## config.mk

```make
export PLATFORM = sky130hd
export DESIGN_NAME = blaster_uart_rx_gen_flat
export DESIGN_NICKNAME = d
export VERILOG_FILES = /design/src/rtl/blaster_uart_rx_gen_if.sv /design/src/rtl/blaster_uart_rx_gen.sv /design/src/flat_wrapper.sv
export SDC_FILE = /design/constraint.sdc
export NUM_CORES = 1
export LEC_CHECK = 0
export ABC_AREA = 1
export CAP_MARGIN = 30
export CORE_MARGIN = 8
export CORE_UTILIZATION = 59
export DETAILED_ROUTE_END_ITERATION = 12
export PLACE_DENSITY_LB_ADDON = 0.2
export SYNTH_ARGS = -nofsm -noshare
export SYNTH_HDL_FRONTEND = slang
export SYNTH_SLANG_ARGS = --single-unit
```

## constraint.sdc

```tcl
create_clock -name i_Clock -period 4.35 [get_ports i_Clock]
set_input_delay 0.87 -clock i_Clock [delete_from_list [all_inputs] [get_ports i_Clock]]
set_output_delay 0.87 -clock i_Clock [all_outputs]
set_load 0.05 [all_outputs]
```

## src/rtl/blaster_uart_rx_gen_if.sv

```systemverilog
// Purpose: receive-side bundle between the UART receiver and the blaster command handler.
// Latency: none (wires only).
// Backpressure: the consumer pops with i_rd while o_valid is high; if it stops popping, the FIFO fills and frames are dropped.
interface blaster_uart_rx_gen_if #(
   parameter int DATA_BITS = 8
);
   logic                 i_rd;
   logic                 i_clr;
   logic                 o_valid;
   logic [DATA_BITS-1:0] o_data;
   logic                 o_parity_err;
   logic                 o_frame_err;
   logic                 o_rdy;
   logic                 o_break;
   logic                 o_overrun;
   logic                 o_busy;

   // receiver side
   modport master (
      input  i_rd, i_clr,
      output o_valid, o_data, o_parity_err, o_frame_err,
      output o_rdy, o_break, o_overrun, o_busy
   );

   // command handler side
   modport slave (
      output i_rd, i_clr,
      input  o_valid, o_data, o_parity_err, o_frame_err,
      input  o_rdy, o_break, o_overrun, o_busy
   );
endinterface

```

## src/rtl/blaster_uart_rx_gen.sv

```systemverilog
// Purpose: UART receiver with 3-sample majority voting, parity/framing/break detection and a show-ahead receive FIFO.
// Latency: an entry is pushed one clock after the mid-point decision on the final stop bit, and is visible on o_valid the clock after that.
// Backpressure: a frame that arrives while the FIFO is full is dropped and sets the sticky o_overrun flag.
module blaster_uart_rx_gen #(
   parameter int CLKS_PER_BIT = 55,
   parameter int DATA_BITS    = 8,
   parameter int PARITY       = 0,
   parameter int STOP_BITS    = 1,
   parameter int FIFO_DEPTH   = 4
) (
   input  logic                  i_Clock,
   input  logic                  reset,
   input  logic                  i_rx,
   blaster_uart_rx_gen_if.master bus
);
   localparam int          AW        = $clog2(FIFO_DEPTH);
   localparam int          EW        = DATA_BITS + 2;
   localparam logic [10:0] LAST      = 11'(CLKS_PER_BIT - 1);
   localparam logic [10:0] MID       = 11'((CLKS_PER_BIT - 1) / 2);
   localparam logic [10:0] MID_M1    = MID - 11'd1;
   localparam logic [10:0] MID_P1    = MID + 11'd1;
   localparam logic [3:0]  LAST_DBIT = 4'(DATA_BITS - 1);

   typedef enum logic [2:0] {
      S_IDLE, S_START, S_DATA, S_PARITY, S_STOP, S_BRK_WAIT
   } state_t;

   logic                 sync1_q, rxs_q;
   state_t               state_q;
   logic [10:0]          cnt_q;
   logic [3:0]           bit_idx_q;
   logic                 stop_idx_q;
   logic                 smp0_q, smp1_q, smp2_q;
   logic [DATA_BITS-1:0] shift_q;
   logic                 par_bit_q, par_err_q, frm_err_q;
   logic                 push_q, brk_q;
   logic [EW-1:0]        push_dat_q;

   logic                 cnt_wrap, maj_reg, maj_now, par_exp, stop_final;

   assign cnt_wrap   = (cnt_q == LAST);
   // Vote over the three registered samples, used at the end of a bit period.
   assign maj_reg    = (smp0_q & smp1_q) | (smp0_q & smp2_q) | (smp1_q & smp2_q);
   // Vote at the third sample point itself, where the third sample is still on rxs.
   assign maj_now    = (smp0_q & smp1_q) | (smp0_q & rxs_q) | (smp1_q & rxs_q);
   assign par_exp    = (PARITY == 1) ? ~(^shift_q) : (^shift_q);
   assign stop_final = (STOP_BITS == 1) ? 1'b1 : stop_idx_q;

   // Two-flop synchroniser; it resets to the idle (high) line level.
   always_ff @(posedge i_Clock or negedge reset) begin
      if (!reset) begin
         sync1_q <= 1'b1;
         rxs_q   <= 1'b1;
      end else begin
         sync1_q <= i_rx;
         rxs_q   <= sync1_q;
      end
   end

   // Frame state machine: bit timing, majority sampling, frame decode and the push/break pulses.
   always_ff @(posedge i_Clock or negedge reset) begin
      if (!reset) begin
         state_q    <= S_IDLE;
         cnt_q      <= '0;
         bit_idx_q  <= '0;
         stop_idx_q <= 1'b0;
         smp0_q     <= 1'b1;
         smp1_q     <= 1'b1;
         smp2_q     <= 1'b1;
         shift_q    <= '0;
         par_bit_q  <= 1'b0;
         par_err_q  <= 1'b0;
         frm_err_q  <= 1'b0;
         push_q     <= 1'b0;
         brk_q      <= 1'b0;
         push_dat_q <= '0;
      end else begin
         push_q <= 1'b0;
         brk_q  <= 1'b0;
         if (state_q != S_IDLE && state_q != S_BRK_WAIT) begin
            cnt_q <= cnt_wrap ? 11'd0 : cnt_q + 11'd1;
            if (cnt_q == MID_M1) smp0_q <= rxs_q;
            if (cnt_q == MID)    smp1_q <= rxs_q;
            if (cnt_q == MID_P1) smp2_q <= rxs_q;
         end
         case (state_q)
            S_IDLE: begin
               cnt_q      <= '0;
               bit_idx_q  <= '0;
               stop_idx_q <= 1'b0;
               par_bit_q  <= 1'b0;
               par_err_q  <= 1'b0;
               frm_err_q  <= 1'b0;
               if (!rxs_q) state_q <= S_START;
            end
            S_START: begin
               // A start bit that votes high at its centre was a glitch.
               if (cnt_q == MID_P1 && maj_now) state_q <= S_IDLE;
               else if (cnt_wrap)              state_q <= S_DATA;
            end
            S_DATA: begin
               if (cnt_wrap) begin
                  shift_q   <= {maj_reg, shift_q[DATA_BITS-1:1]};
                  bit_idx_q <= bit_idx_q + 4'd1;
                  if (bit_idx_q == LAST_DBIT) state_q <= (PARITY != 0) ? S_PARITY : S_STOP;
               end
            end
            S_PARITY: begin
               if (cnt_wrap) begin
                  par_bit_q <= maj_reg;
                  par_err_q <= (maj_reg != par_exp);
                  state_q   <= S_STOP;
               end
            end
            S_STOP: begin
               if (!stop_final) begin
                  if (cnt_wrap) begin
                     if (!maj_reg) frm_err_q <= 1'b1;
                     stop_idx_q <= 1'b1;
                  end
               end else if (cnt_q == MID_P1) begin
                  // Decide half-way through the last stop bit so a following start bit is not missed.
                  if (shift_q == '0 && !par_bit_q && !maj_now) begin
                     brk_q   <= 1'b1;
                     state_q <= S_BRK_WAIT;
                  end else begin
                     push_q     <= 1'b1;
                     push_dat_q <= {frm_err_q | ~maj_now, par_err_q, shift_q};
                     state_q    <= S_IDLE;
                  end
               end
            end
            S_BRK_WAIT: begin
               if (rxs_q) state_q <= S_IDLE;
            end
            default: state_q <= S_IDLE;
         endcase
      end
   end

   // Receive FIFO: show-ahead, with the pointer MSB telling full from empty.
   logic [AW:0]   wr_ptr_q, wr_ptr_d, rd_ptr_q, rd_ptr_d;
   logic [EW-1:0] mem_q [FIFO_DEPTH];
   logic [EW-1:0] head;
   logic          ovr_q, ovr_d;
   logic          empty, full, pop, push_ok;

   assign empty   = (wr_ptr_q == rd_ptr_q);
   assign full    = (wr_ptr_q[AW] != rd_ptr_q[AW]) && (wr_ptr_q[AW-1:0] == rd_ptr_q[AW-1:0]);
   assign pop     = bus.i_rd && !empty;
   // A pop in the same cycle frees the slot, so a full FIFO still accepts the push.
   assign push_ok = push_q && (!full || pop);

   // Next pointers and the sticky overrun; a new drop wins over a clear in the same cycle.
   always_comb begin
      wr_ptr_d = wr_ptr_q + {{AW{1'b0}}, push_ok};
      rd_ptr_d = rd_ptr_q + {{AW{1'b0}}, pop};
      ovr_d    = ovr_q;
      if (bus.i_clr)           ovr_d = 1'b0;
      if (push_q && !push_ok)  ovr_d = 1'b1;
   end

   // Pointer and overrun registers.
   always_ff @(posedge i_Clock or negedge reset) begin
      if (!reset) begin
         wr_ptr_q <= '0;
         rd_ptr_q <= '0;
         ovr_q    <= 1'b0;
      end else begin
         wr_ptr_q <= wr_ptr_d;
         rd_ptr_q <= rd_ptr_d;
         ovr_q    <= ovr_d;
      end
   end

   // Entry storage; cleared on reset so the head reads as zero until the first push.
   always_ff @(posedge i_Clock or negedge reset) begin
      if (!reset) begin
         for (int i = 0; i < FIFO_DEPTH; i++) mem_q[i] <= '0;
      end else if (push_ok) begin
         mem_q[wr_ptr_q[AW-1:0]] <= push_dat_q;
      end
   end

   assign head             = mem_q[rd_ptr_q[AW-1:0]];
   assign bus.o_valid      = !empty;
   assign bus.o_data       = head[DATA_BITS-1:0];
   assign bus.o_parity_err = head[DATA_BITS];
   assign bus.o_frame_err  = head[DATA_BITS+1];
   assign bus.o_rdy        = push_ok;
   assign bus.o_break      = brk_q;
   assign bus.o_overrun    = ovr_q;
   assign bus.o_busy       = (state_q != S_IDLE);
endmodule

```

## src/flat_wrapper.sv

```systemverilog
// flat-port wrapper written by rule: the top's interface ports become plain ports
module blaster_uart_rx_gen_flat 
#(
   parameter int CLKS_PER_BIT = 55,
   parameter int DATA_BITS    = 8,
   parameter int PARITY       = 0,
   parameter int STOP_BITS    = 1,
   parameter int FIFO_DEPTH   = 4
)
  (i_Clock, reset, i_rx, bus_i_rd, bus_i_clr, bus_o_valid, bus_o_data, bus_o_parity_err, bus_o_frame_err, bus_o_rdy, bus_o_break, bus_o_overrun, bus_o_busy);
  blaster_uart_rx_gen_if #(.DATA_BITS(DATA_BITS)) bus_i ();
  input  logic i_Clock;
  input  logic reset;
  input  logic i_rx;
  input wire logic [$bits(bus_i.i_rd)-1:0] bus_i_rd;
  input wire logic [$bits(bus_i.i_clr)-1:0] bus_i_clr;
  output wire logic [$bits(bus_i.o_valid)-1:0] bus_o_valid;
  output wire logic [$bits(bus_i.o_data)-1:0] bus_o_data;
  output wire logic [$bits(bus_i.o_parity_err)-1:0] bus_o_parity_err;
  output wire logic [$bits(bus_i.o_frame_err)-1:0] bus_o_frame_err;
  output wire logic [$bits(bus_i.o_rdy)-1:0] bus_o_rdy;
  output wire logic [$bits(bus_i.o_break)-1:0] bus_o_break;
  output wire logic [$bits(bus_i.o_overrun)-1:0] bus_o_overrun;
  output wire logic [$bits(bus_i.o_busy)-1:0] bus_o_busy;
  assign bus_i.i_rd = bus_i_rd;
  assign bus_i.i_clr = bus_i_clr;
  assign bus_o_valid = bus_i.o_valid;
  assign bus_o_data = bus_i.o_data;
  assign bus_o_parity_err = bus_i.o_parity_err;
  assign bus_o_frame_err = bus_i.o_frame_err;
  assign bus_o_rdy = bus_i.o_rdy;
  assign bus_o_break = bus_i.o_break;
  assign bus_o_overrun = bus_i.o_overrun;
  assign bus_o_busy = bus_i.o_busy;
  blaster_uart_rx_gen #(.CLKS_PER_BIT(CLKS_PER_BIT), .DATA_BITS(DATA_BITS), .PARITY(PARITY), .STOP_BITS(STOP_BITS), .FIFO_DEPTH(FIFO_DEPTH)) u_core (.i_Clock(i_Clock), .reset(reset), .i_rx(i_rx), .bus(bus_i));
endmodule
```

### Word-level counts from Yosys, hierarchy flattened

Index checks and enable logic that the tools add are counted.

* add/subtract/negate cells: 4
* $lt $le $gt $ge: 3
* equal/unequal tests: 22
* multiplexer cells: 33
* bitwise gates (word level): 13
* reduce and logical (&&, ||, !) cells: 31

Operator list (count)
* bitwise mux 40 bit: 1
* == test 11 x 5 -> 1 bit (second input constant): 3
* two-way mux 11 bit: 3
* two-way mux 10 bit: 3
* two-way mux 3 bit: 9
* binary-select mux 10 bit (select 2 bit): 1
* demux 10 bit (select 2 bit): 1
* one-hot mux 3 bit (6 select lines): 1
* AND reduction 2 bit: 6
* adder 11 x 1 -> 11 bit (second input constant): 1
* == test 11 x 6 -> 1 bit (second input constant): 1
* two-way mux 1 bit: 10
* != test 2 x 1 -> 1 bit (second input constant): 5
* logical AND 1 bit: 9
* logical NOT 8 bit: 1
* one-hot mux 4 bit (2 select lines): 1
* nonzero test 2 bit: 4
* parity 8 bit: 1
* AND reduction 7 bit: 1
* adder 3 x 1 -> 3 bit: 2
* == test 3 x 2 -> 1 bit (second input constant): 2
* == test 3 bit (second input constant): 2
* greater-or-equal comparator 3 bit (second input constant): 2
* NOT 2 -> 3 bit: 2
* 20 further kinds: 34

* register bits: 92
* bits of input ports: 5
* output and inout port bits: 15

### Longest topological paths before layout

Gate-level depths: netlist (run 1).

* depth in word-level cells: 8
* depth in mapped cells: 11
* mapped depth without buffers: 11

### Worst setup path after synthesis (run 1)

Ideal clock, no wire load.

* kind: input-to-output
* start point: input bus_i_rd
* end point: output bus_o_rdy
* arrival: 1.746 ns
* required time: 3.480 ns
* path slack: 1.734 ns
* stages: 2
* buffers on the path: 0
* path through: nor2_1 > a21oi_1

* cells in the longest elaborated chain, start to end: 3

Ends and longest elaborated chain
* from (decl): RTL line flat_wrapper.sv:15 `input wire logic [$bits(bus_i.i_rd)-1:0] bus_i_rd;`
* logical AND 1 bit: RTL line blaster_uart_rx_gen.sv:150 `assign pop = bus.i_rd && !empty;`
* logical OR 1 bit: RTL line blaster_uart_rx_gen.sv:152 `assign push_ok = push_q && (!full || pop);`
* logical AND 1 bit: RTL line blaster_uart_rx_gen.sv:152
* to (decl): RTL line flat_wrapper.sv:21 `output wire logic [$bits(bus_i.o_rdy)-1:0] bus_o_rdy;`

Every way passes these cells.

### Worst setup path after layout (run 1)

* start point: register u_core.rd_ptr_q[0]
* end point: output bus_o_rdy

* cells in the longest elaborated chain, start to end: 5

Ends and longest elaborated chain
* from (decl): RTL line blaster_uart_rx_gen.sv:142 `logic [AW:0] wr_ptr_q, wr_ptr_d, rd_ptr_q, rd_ptr_d;`
* from (signal assigned): RTL line blaster_uart_rx_gen.sv:171 `rd_ptr_q <= rd_ptr_d;`
* == test 3 bit or == test 2 bit (tied branches): RTL line blaster_uart_rx_gen.sv:148, blaster_uart_rx_gen.sv:149
* logical NOT 1 bit or logical AND 1 bit (tied branches): RTL line blaster_uart_rx_gen.sv:150, blaster_uart_rx_gen.sv:149
* logical AND 1 bit or logical NOT 1 bit (tied branches): RTL line blaster_uart_rx_gen.sv:150, blaster_uart_rx_gen.sv:152
* logical OR 1 bit *: RTL line blaster_uart_rx_gen.sv:152
* logical AND 1 bit *: RTL line blaster_uart_rx_gen.sv:152

Every way passes the cells marked *; elsewhere a longest branch is shown, timed or not.

==> metrics.txt, run 1 <==
Ys Warns=0; Yosys reg bits=approximately 90; Remaining DRCs=0; part of the Yosys area used for sequential elements=52.59%; worst hold start=u_core.sync1_q; Post-CTS Hold Fix Bufs=0; PortBufs=19; vias=between 3000 and 4000; Clock Latency Late Sink=approximately 360 ps; Internal=around 1.6 mW; clock power share=between 20 and 25%; fillers=between 600 and 700; Crit. End Element=primary output; htree depth=3; crit path kind=reg -> out; CTS resizes=0; Clock Sink Count=~90; DR vias/cell=5.415; Die Area=about 10000 µm²; antenna diode count=0; Syn Std Cell Area=around 4400 µm²; setup tns final=0 ps; Slew Limit Headroom=between 30% and 40%; post-CTS setup buffers=0; Synth-to-Final Area Change=9.977%; CP delay by family, top=buffers and inverters; P_leak=between 2 and 2.5 nW; Synth Area in XOR/XNOR=under 10%; Yosys top cell area share=49.60%; crit-path max FO=23; Starting Density=approximately three fifths; R2R Setup Slk=roughly 1500 ps; status=finished clean; max-cap violations=0; Buf+Inv Stages, Crit Path=2; 1st-pass router iterations=4; slowest cell on the critical path=clkdlybuf4s50_1; clk_skew=10.90 ps; RSZ-0062 raised after global routing=no; commonest non-fill, non-tap cell in the layout=nand2_1; r2r worst-path depth=6; syn nets=between 500 and 600; Combinational Power Share=35.4%; number of core rows=31; wire length on met1=approximately 3.9 mm; Reg power frac=40.0%; Hold WC Path Type=reg -> reg; Finished Layout Cells=619; final worst slack=~600 ps; CTS root buf=clkbuf_8; Die Y-Extent=between 100 and 150 µm; post-synthesis cell count=about 500; GRT Total Usage=between 10% and 20%; top sig layer=met4; routed len/inst=about 13 µm; Peak Freq=~270 MHz; global-route wire length before repair=between 10 and 15 mm; Antenna Nets Post-Route=0; crit start category=flop; Layout Nets=between 500 and 600; WP data arrival=between 2000 and 3000 ps; Distinct cells, synth=31; cell repeated most along the worst path=a21oi_1; max-slew violations=0; maximum VDD drop=326.9 µV; Cell Chain, Critical Path=inv_1, nand2_1, a21oi_1, a21oi_1, clkdlybuf4s50_1; post-synthesis adder-cell area fraction=under 10%; Max clock buf depth=2; wirelength, routed=roughly 8.1 mm; TritonCTS Buffers=9; grt ovf=0; syn avg cell area=8.761 µm²; routability cong.=~0.86; Pwr Total=2.572 mW; Slew @ Worst Pin=915.9 ps; WHS Endpoint=u_core.rxs_q; hold depth=0; Seq. cell area=about 2300 µm²; # IOs=20; vias in the first global route=around 3200; Worst Setup Slack post-DPL=between 900 and 1000 ps; Psw=around 1.0 mW; crit share post-route=between 80% and 90%; Setup Viol. Count Final=0; area of the multi-input gates=about 1800 µm²; Pwr per Cell Area=roughly 530 nW/µm²; post-synthesis simple-gate area fraction=a little under a fifth; share of layout cells above drive strength 1=~10%; Fin. Hold Viols=0; initial antenna violation count=0; Synth Area in Compound Gates=roughly 15%; Detail Route met3 WL=roughly 330 µm; clk slew on worst S/H paths=90 ps; core box area=7214 µm²; mux cell area share after synthesis=0%; Required @ worst endpoint=about 3500 ps; area leader, netlist=dfrtp_1; DR iter-0 viols=between 150 and 200; TritonCTS clock tree=built; met2 wire len=~3.8 mm; slowest stage delay, CP=between 800 and 900 ps; reg2reg start=u_core.rd_ptr_q[0]; post-DP HPWL=between 5 and 6 mm; FF-to-FF End=u_core.mem_q[0]; Cells after DPL=between 600 and 700; largest cells by area after synthesis=dfrtp_1 (50%), nand2_1 (9.2%), o21ai_0 (9.1%); largest net degree at the start of global routing=76; die width=102.3 µm; Period minus WS final=around 3800 ps; largest family of logic cells by synthesized area=simple AND/OR/NAND/NOR gates; commonest cells after routing, fill and taps aside=nand2_1 (108), dfrtp_1 (87), o21ai_0 (80), inv_1 (51), nor2_1 (37); Sw Ratio=between 30% and 40%
## cells by family after synthesis
family,after synthesis
adders and majority gates,12
xor gates and xnor gates,12
and+or+nand+nor,191
buffers and inverters,74
DFF,92
AOI/OAI and AO/OA,120
## power by group through the flow
stage | sequential (mW) | combinational, mW | clock, mW
finish | 1.03 | 0.911 | 0.632
global placement | 1.04 | 0.899 | 0
floorplan | 1.00 | 0.702 | 0
detailed placement | 1.05 | 0.915 | 0
global route | 1.04 | 0.996 | 0.685
CTS | 1.03 | 0.920 | 0.649
## synthesized netlist by cell type
cell      instances
nor2_4            3
inv_1            51
o211ai_1          1
nor2_2            3
o22ai_1          16
buf_4             5
o21ai_1           3
ha_1             12
nand2_2           4
nand3_2           1
nand2_1         108
nor3_1            3
nor2_1           37
nor4_1            2
nand2_4           1
nand3_1          17
o21ai_0          80
xnor2_1           4
o21ai_2          11
nand3b_1          2
buf_6             2
buf_2             5
xor2_1            8
dfrtp_1          87
nor3_2            2
nand4_1           8
a21oi_1           9
clkbuf_1          5
inv_4             1
inv_2             5
dfstp_2           5
## sequential cells by signal (all words and copies together) (netlist names), 3 cells and up
signal	count
u_core.bit_idx_q	4
u_core.wr_ptr_q	3
u_core.rd_ptr_q	3
u_core.push_dat_q	10
u_core.shift_q	8
u_core.mem_q	40
u_core.cnt_q	11
u_core.state_q	3
## cell type report
class                           count  area share [%]
Sequential cell                    92           47.82
Multi-Input combinational cell    335           36.47
Inverter                           57           4.484
Timing Repair Buffer               20           4.044
Clock buffer                        9           2.566
Tap cell                           99           2.566
Clock inverter                      7           2.048
## how the worst max path moves through the flow
stage	start	to	slack [ps]	cells after the start
2_1_floorplan	bus_i_rd	bus_o_rdy	1730	2
3_5_place_dp	u_core.rd_ptr_q[0]	bus_o_rdy	960	5
3_3_place_gp	u_core.rd_ptr_q[0]	bus_o_rdy	1020	5
4_1_cts	u_core.rd_ptr_q[0]	bus_o_rdy	570	5
6_report	u_core.rd_ptr_q[0]	bus_o_rdy	600	5
5_1_grt	u_core.rd_ptr_q[0]	bus_o_rdy	330	5
## per-layer routing
layer	global-route usage, %	vias to the layer above
met5	0	-
met4	8.239	0
met3	3.338	12
met2	28.24	68
met1	21.29	1602
li1	-	1670
## stage by stage
step	instance area (µm²)	hold WS (ps)	util, %
2_1_floorplan	4389	345.2	-
3_3_place_gp	4604	348.5	63.82
3_5_place_dp	4604	348.8	63.82
4_1_cts	4827	361.6	66.91
5_1_grt	4827	367.7	66.91
6_report	4827	360.6	66.91
Power figures use the tool's default switching activity.
==> run 2, diff against run 1 <==
--- a/config.mk
+++ b/config.mk
@@ -10,7 +10,8 @@
 export CORE_MARGIN = 8
 export CORE_UTILIZATION = 59
 export DETAILED_ROUTE_END_ITERATION = 12
-export PLACE_DENSITY_LB_ADDON = 0.2
+export PLACE_DENSITY = 0.8
+export SLEW_MARGIN = 5
 export SYNTH_ARGS = -nofsm -noshare
 export SYNTH_HDL_FRONTEND = slang
 export SYNTH_SLANG_ARGS = --single-unit
==> run 2 against run 1 <==
Effect of this change: sequential power barely moved; register-to-register slack improved by 50 ps; worst hold slack improved by 0.81 ps; critical endpoint unchanged.
==> metrics.txt, run 2 (same netlist as run 1, synthesis figures left out) <==
Die Area=10460 µm² (unchanged); hold depth=0 (unchanged); crit path kind=reg -> out; post-DP HPWL=5.840 mm (+3.1%); Layout Nets=533 (+0.19%); Setup Viol. Count Final=0 (unchanged); status=finished clean; vias in the first global route=3191 (-0.37%); met1 Use GR=22.11% (+0.82 points); largest net degree at the start of global routing=75 (-1.3%); GRT Total Usage=17.61% (+0.41 points); setup tns final=0 ps (unchanged); Reg with most FFs=u_core.mem_q; clk slew on worst S/H paths=90 ps (about the same); RSZ-0062 raised after global routing=no; WHS Endpoint=u_core.rxs_q; Required @ worst endpoint=3480 ps (about the same); antenna diode count=0 (unchanged); 1st-pass router iterations=5 (+1); Clock Latency Late Sink=360 ps (about the same); max-cap violations=0 (unchanged); PortBufs=19 (unchanged); Cells after DPL=603 (unchanged); GR Util met3=2.997% (-0.34 points); htree depth=3 (unchanged); share of layout cells above drive strength 1=10.56% (+0.17 points); Clock Sink Count=92 (unchanged); crit share post-route=87.21% (+0.98 points); number of core rows=31 (unchanged); Hold WC Path Type=reg -> reg; CTS root buf=clkbuf_8; FF-to-FF End=u_core.mem_q[23]; Fin. Hold Viols=0 (unchanged); Peak Freq=263.6 MHz (-1.1%); crit start category=flop; TritonCTS Buffers=9 (unchanged); post-CTS setup buffers=0 (unchanged); Slew Limit Headroom=37.64% (-1.2 points); initial antenna violation count=0 (unchanged); WP data arrival=2920 ps (+40 ps); vias=3356 (+0.12%); # IOs=20 (unchanged); met2 Use GR=29.14% (+0.90 points); r2r worst-path depth=6 (unchanged); die width=102.3 µm (unchanged); Slew @ Worst Pin=934.4 ps (+18.50 ps); Hold Slack=361.4 ps (+0.8060 ps); Period minus WS final=3794 ps (+42.54 ps); Starting Density=60.84% (unchanged); commonest cells after routing, fill and taps aside=nand2_1 (108), dfrtp_1 (87), o21ai_0 (80), inv_1 (51), nor2_1 (37); wirelength, routed=8.318 mm (+2.2%); Finished Layout Cells=620 (+0.16%); worst hold start=u_core.sync1_q; core box area=7214 µm² (unchanged); DR vias/cell=5.413 (about the same); R2R Setup Slk=1550 ps (+50 ps); max FFs per register=40 (unchanged); CTS resizes=0 (unchanged); TritonCTS clock tree=built; clk_skew=8.343 ps (-2.554 ps); grt ovf=0 (unchanged); reg2reg start=u_core.rd_ptr_q[0]; Post-CTS Hold Fix Bufs=0 (unchanged); Remaining DRCs=0 (unchanged); crit-path max FO=23 (unchanged); biggest regs=u_core.mem_q x40, u_core.cnt_q x11, u_core.push_dat_q x10; commonest non-fill, non-tap cell in the layout=nand2_1; Antenna Nets Post-Route=0 (unchanged); Most Used Layer, Global Route=met2; global-route wire length before repair=14.46 mm (+1.4%); routability cong.=0.8473 (-1.2%); maximum VDD drop=337.6 µV (+3.3%); Synth-to-Final Area Change=10.26%; Pwr per Cell Area=527.0 nW/µm² (-1.1%); routed len/inst=13.42 µm (+2.0%); Crit. End Element=primary output; max-slew violations=0 (unchanged); Pwr Total=2.551 mW (-0.82%); DR iter-0 viols=152 (-12%); Die Y-Extent=102.3 µm (unchanged); P_leak=2.195 nW (+0.24%); Max clock buf depth=2 (unchanged)
## run 2: power breakdown
| part | switching, mW | internal (mW) | leakage (nW) |
|---|---|---|---|
| Clock | 0.322 | 0.276 | 0.102 |
| Combinational | 0.621 | 0.302 | 0.851 |
| Sequential | 0.0999 | 0.930 | 1.24 |
| Total | 1.04 | 1.51 | 2.20 |
## run 2: cell type report
class | count | area (µm²)
Timing Repair Buffer | 21 | 222.7
Multi-Input combinational cell | 335 | 1760
Clock buffer | 9 | 123.9
Fill cell | 585 | 2375
Sequential cell | 92 | 2308
Tap cell | 99 | 123.9
Inverter | 57 | 216.5
Clock inverter | 7 | 83.83
## run 2: how the worst max path moves through the flow
stage | start | depth (start not counted) | slack (ps) | endpoint
2_1_floorplan | bus_i_rd | 2 | 1730 | bus_o_rdy
3_3_place_gp | u_core.rd_ptr_q[0] | 5 | 1040 | bus_o_rdy
3_5_place_dp | u_core.rd_ptr_q[0] | 5 | 950 | bus_o_rdy
4_1_cts | u_core.rd_ptr_q[0] | 5 | 550 | bus_o_rdy
5_1_grt | u_core.rd_ptr_q[0] | 5 | 270 | bus_o_rdy
6_report | u_core.rd_ptr_q[0] | 5 | 560 | bus_o_rdy
## run 2: worst max-delay path, cell delays in order (launching register included)
cell and delay [ps]:
dfrtp_1 770, inv_1 460, nand2_1 180, a21oi_1 120, a21oi_1 200, clkdlybuf4s50_1 840
## run 2: through the flow
stage               utilization, %  setup slack (ps)  cell area [µm²]
floorplan                        -              1734             4389
global placement             63.82              1036             4604
detailed placement           63.82             949.8             4604
CTS                          66.70             551.1             4812
global route                 67.08             265.9             4840
finish                       67.08             556.4             4840
## run 2: routing by layer
layer  vias to the layer above  part of all wire [%]
met2                        68                    47
met5                         -                     0
met4                         0                   1.7
met1                      1602                    47
li1                       1674                     -
met3                        12                   4.3
==> run 3, diff against run 2 <==
--- a/config.mk
+++ b/config.mk
@@ -7,11 +7,10 @@
 export LEC_CHECK = 0
 export ABC_AREA = 1
 export CAP_MARGIN = 30
-export CORE_MARGIN = 8
+export CORE_MARGIN = 2
 export CORE_UTILIZATION = 59
 export DETAILED_ROUTE_END_ITERATION = 12
 export PLACE_DENSITY = 0.8
-export SLEW_MARGIN = 5
 export SYNTH_ARGS = -nofsm -noshare
 export SYNTH_HDL_FRONTEND = slang
 export SYNTH_SLANG_ARGS = --single-unit
==> run 3 against run 2 <==
Effect of this change: clock power rose by 2%; first-iteration DRC count fell by 14%; largest power group unchanged; combinational power barely moved; worst hold slack got worse by 2.8 ps; clock skew rose by 2.2 ps; setup slack got worse by 32 ps; critical path type unchanged.
==> metrics.txt, run 3 (same netlist as run 1, synthesis figures left out) <==
Hold Slack=358.6 ps (-2.777 ps); GRT Total Usage=22.29% (+4.7 points); wirelength, routed=8.423 mm (+1.3%); DR iter-0 viols=131 (-14%); Die Area=8145 µm² (-22%); global-route wire length before repair=14.87 mm (+2.9%); initial antenna violation count=0 (unchanged); routability cong.=0.8420 (-0.63%); biggest regs=u_core.mem_q x40, u_core.cnt_q x11, u_core.push_dat_q x10; Max clock buf depth=2 (unchanged); Clock Sink Count=92 (unchanged); Fin. Hold Viols=0 (unchanged); Reg with most FFs=u_core.mem_q; worst hold start=u_core.sync1_q; grt ovf=0 (unchanged); Setup Viol. Count Final=0 (unchanged); post-DP HPWL=5.836 mm (about the same); Antenna Nets Post-Route=0 (unchanged); maximum VDD drop=320.1 µV (-5.2%); clk slew on worst S/H paths=100 ps (about the same); setup tns final=0 ps (unchanged); Crit. End Element=primary output; TritonCTS Buffers=9 (unchanged); Slew @ Worst Pin=908.1 ps (-26.30 ps); WP data arrival=2960 ps (+40 ps); htree depth=3 (unchanged); Die Y-Extent=90.25 µm (-12%); share of layout cells above drive strength 1=10.38% (-0.17 points); vias in the first global route=3354 (+5.1%); core box area=7214 µm² (unchanged); max-cap violations=0 (unchanged); Starting Density=60.84% (unchanged); Post-CTS Hold Fix Bufs=0 (unchanged); Pwr Total=2.565 mW (+0.55%); crit start category=flop; 1st-pass router iterations=5 (unchanged); crit share post-route=87.95% (+0.74 points); Clock Latency Late Sink=360 ps (about the same); antenna diode count=0 (unchanged); vias=3383 (+0.80%); Required @ worst endpoint=3480 ps (about the same); largest net degree at the start of global routing=66 (-12%); number of core rows=31 (unchanged); max FFs per register=40 (unchanged); Synth-to-Final Area Change=9.835%; max-slew violations=0 (unchanged); Period minus WS final=3826 ps (+32.16 ps); status=finished clean; die width=90.25 µm (-12%); Layout Nets=532 (-0.19%); Slew Limit Headroom=39.40% (+1.8 points); crit path kind=reg -> out; TritonCTS clock tree=built; RSZ-0062 raised after global routing=no; routed len/inst=13.61 µm (+1.4%); clk_skew=10.55 ps (+2.210 ps); crit-path max FO=23 (unchanged); DR vias/cell=5.465 (+0.97%); Hold WC Path Type=reg -> reg; placed cell areas=4604 µm² (unchanged); reg2reg start=u_core.rd_ptr_q[0]; Remaining DRCs=0 (unchanged); Peak Freq=261.4 MHz (-0.84%); commonest cells after routing, fill and taps aside=nand2_1 (108), dfrtp_1 (87), o21ai_0 (80), inv_1 (51), nor2_1 (37); PortBufs=19 (unchanged); post-CTS setup buffers=0 (unchanged); CTS root buf=clkbuf_8; # IOs=20 (unchanged); Critical path origin=u_core.rd_ptr_q[0]; CTS resizes=0 (unchanged); Pwr per Cell Area=532.0 nW/µm² (+0.94%); Final Instance Area=4821 µm² (-0.39%); commonest non-fill, non-tap cell in the layout=nand2_1; P_leak=2.191 nW (-0.20%)
## run 3: cell types whose count changed in the layout (fill, tap and decap cells not counted), sizes merged
cell      delta
buf          -1
clkbuf       +2
clkinvlp     -1
inv          -1
## run 3: stage by stage
step,utilization (%),std cells,worst slack [ps]
final,66.82,619,524.2
after global placement,63.82,603,1030
after CTS,66.82,619,545.4
after detailed placement,63.82,603,954.0
after floorplan,-,501,1734
after global routing,66.82,619,366.4
## run 3: cell type report
cell class | count | area, µm²
Tap cell | 99 | 123.9
Multi-Input combinational cell | 335 | 1760
Inverter | 57 | 216.5
Clock buffer | 11 | 151.4
Sequential cell | 92 | 2308
Timing Repair Buffer | 20 | 195.2
Fill cell | 599 | 2394
Clock inverter | 5 | 65.06
## run 3: worst paths after layout
path / slack, ps / end / cells after the start
hold / removal: 360 / u_core.rxs_q / 0
max in group asynchronous: 2850 / u_core.smp1_q / 2
setup reg to reg: 1510 / u_core.mem_q[5] / 6
setup / recovery: 520 / bus_o_rdy / 5
min in group asynchronous: 590 / u_core.mem_q[24] / 1
hold reg to reg: 360 / u_core.rxs_q / 0
## run 3: where the power goes
group | leakage, nW | switching, mW | internal, mW
Sequential | 1.24 | 0.0990 | 0.930
Clock | 0.111 | 0.307 | 0.303
Combinational | 0.839 | 0.626 | 0.299
Total | 2.19 | 1.03 | 1.53
## run 3: per-layer routing
metal / up-vias / global-route usage (%) / part of all wire [%]
met5: - / 0 / 0
met4: 0 / 10.00 / 1.9
met3: 15 / 2.922 / 4.0
met2: 86 / 38.28 / 50
met1: 1609 / 28.35 / 44
li1: 1673 / - / -
## run 3: critical path, stage by stage, from the launching register on
cell and delay [ps]:
dfrtp_1 770, inv_1 470, nand2_1 180, a21oi_1 120, a21oi_1 210, clkdlybuf4s50_1 840
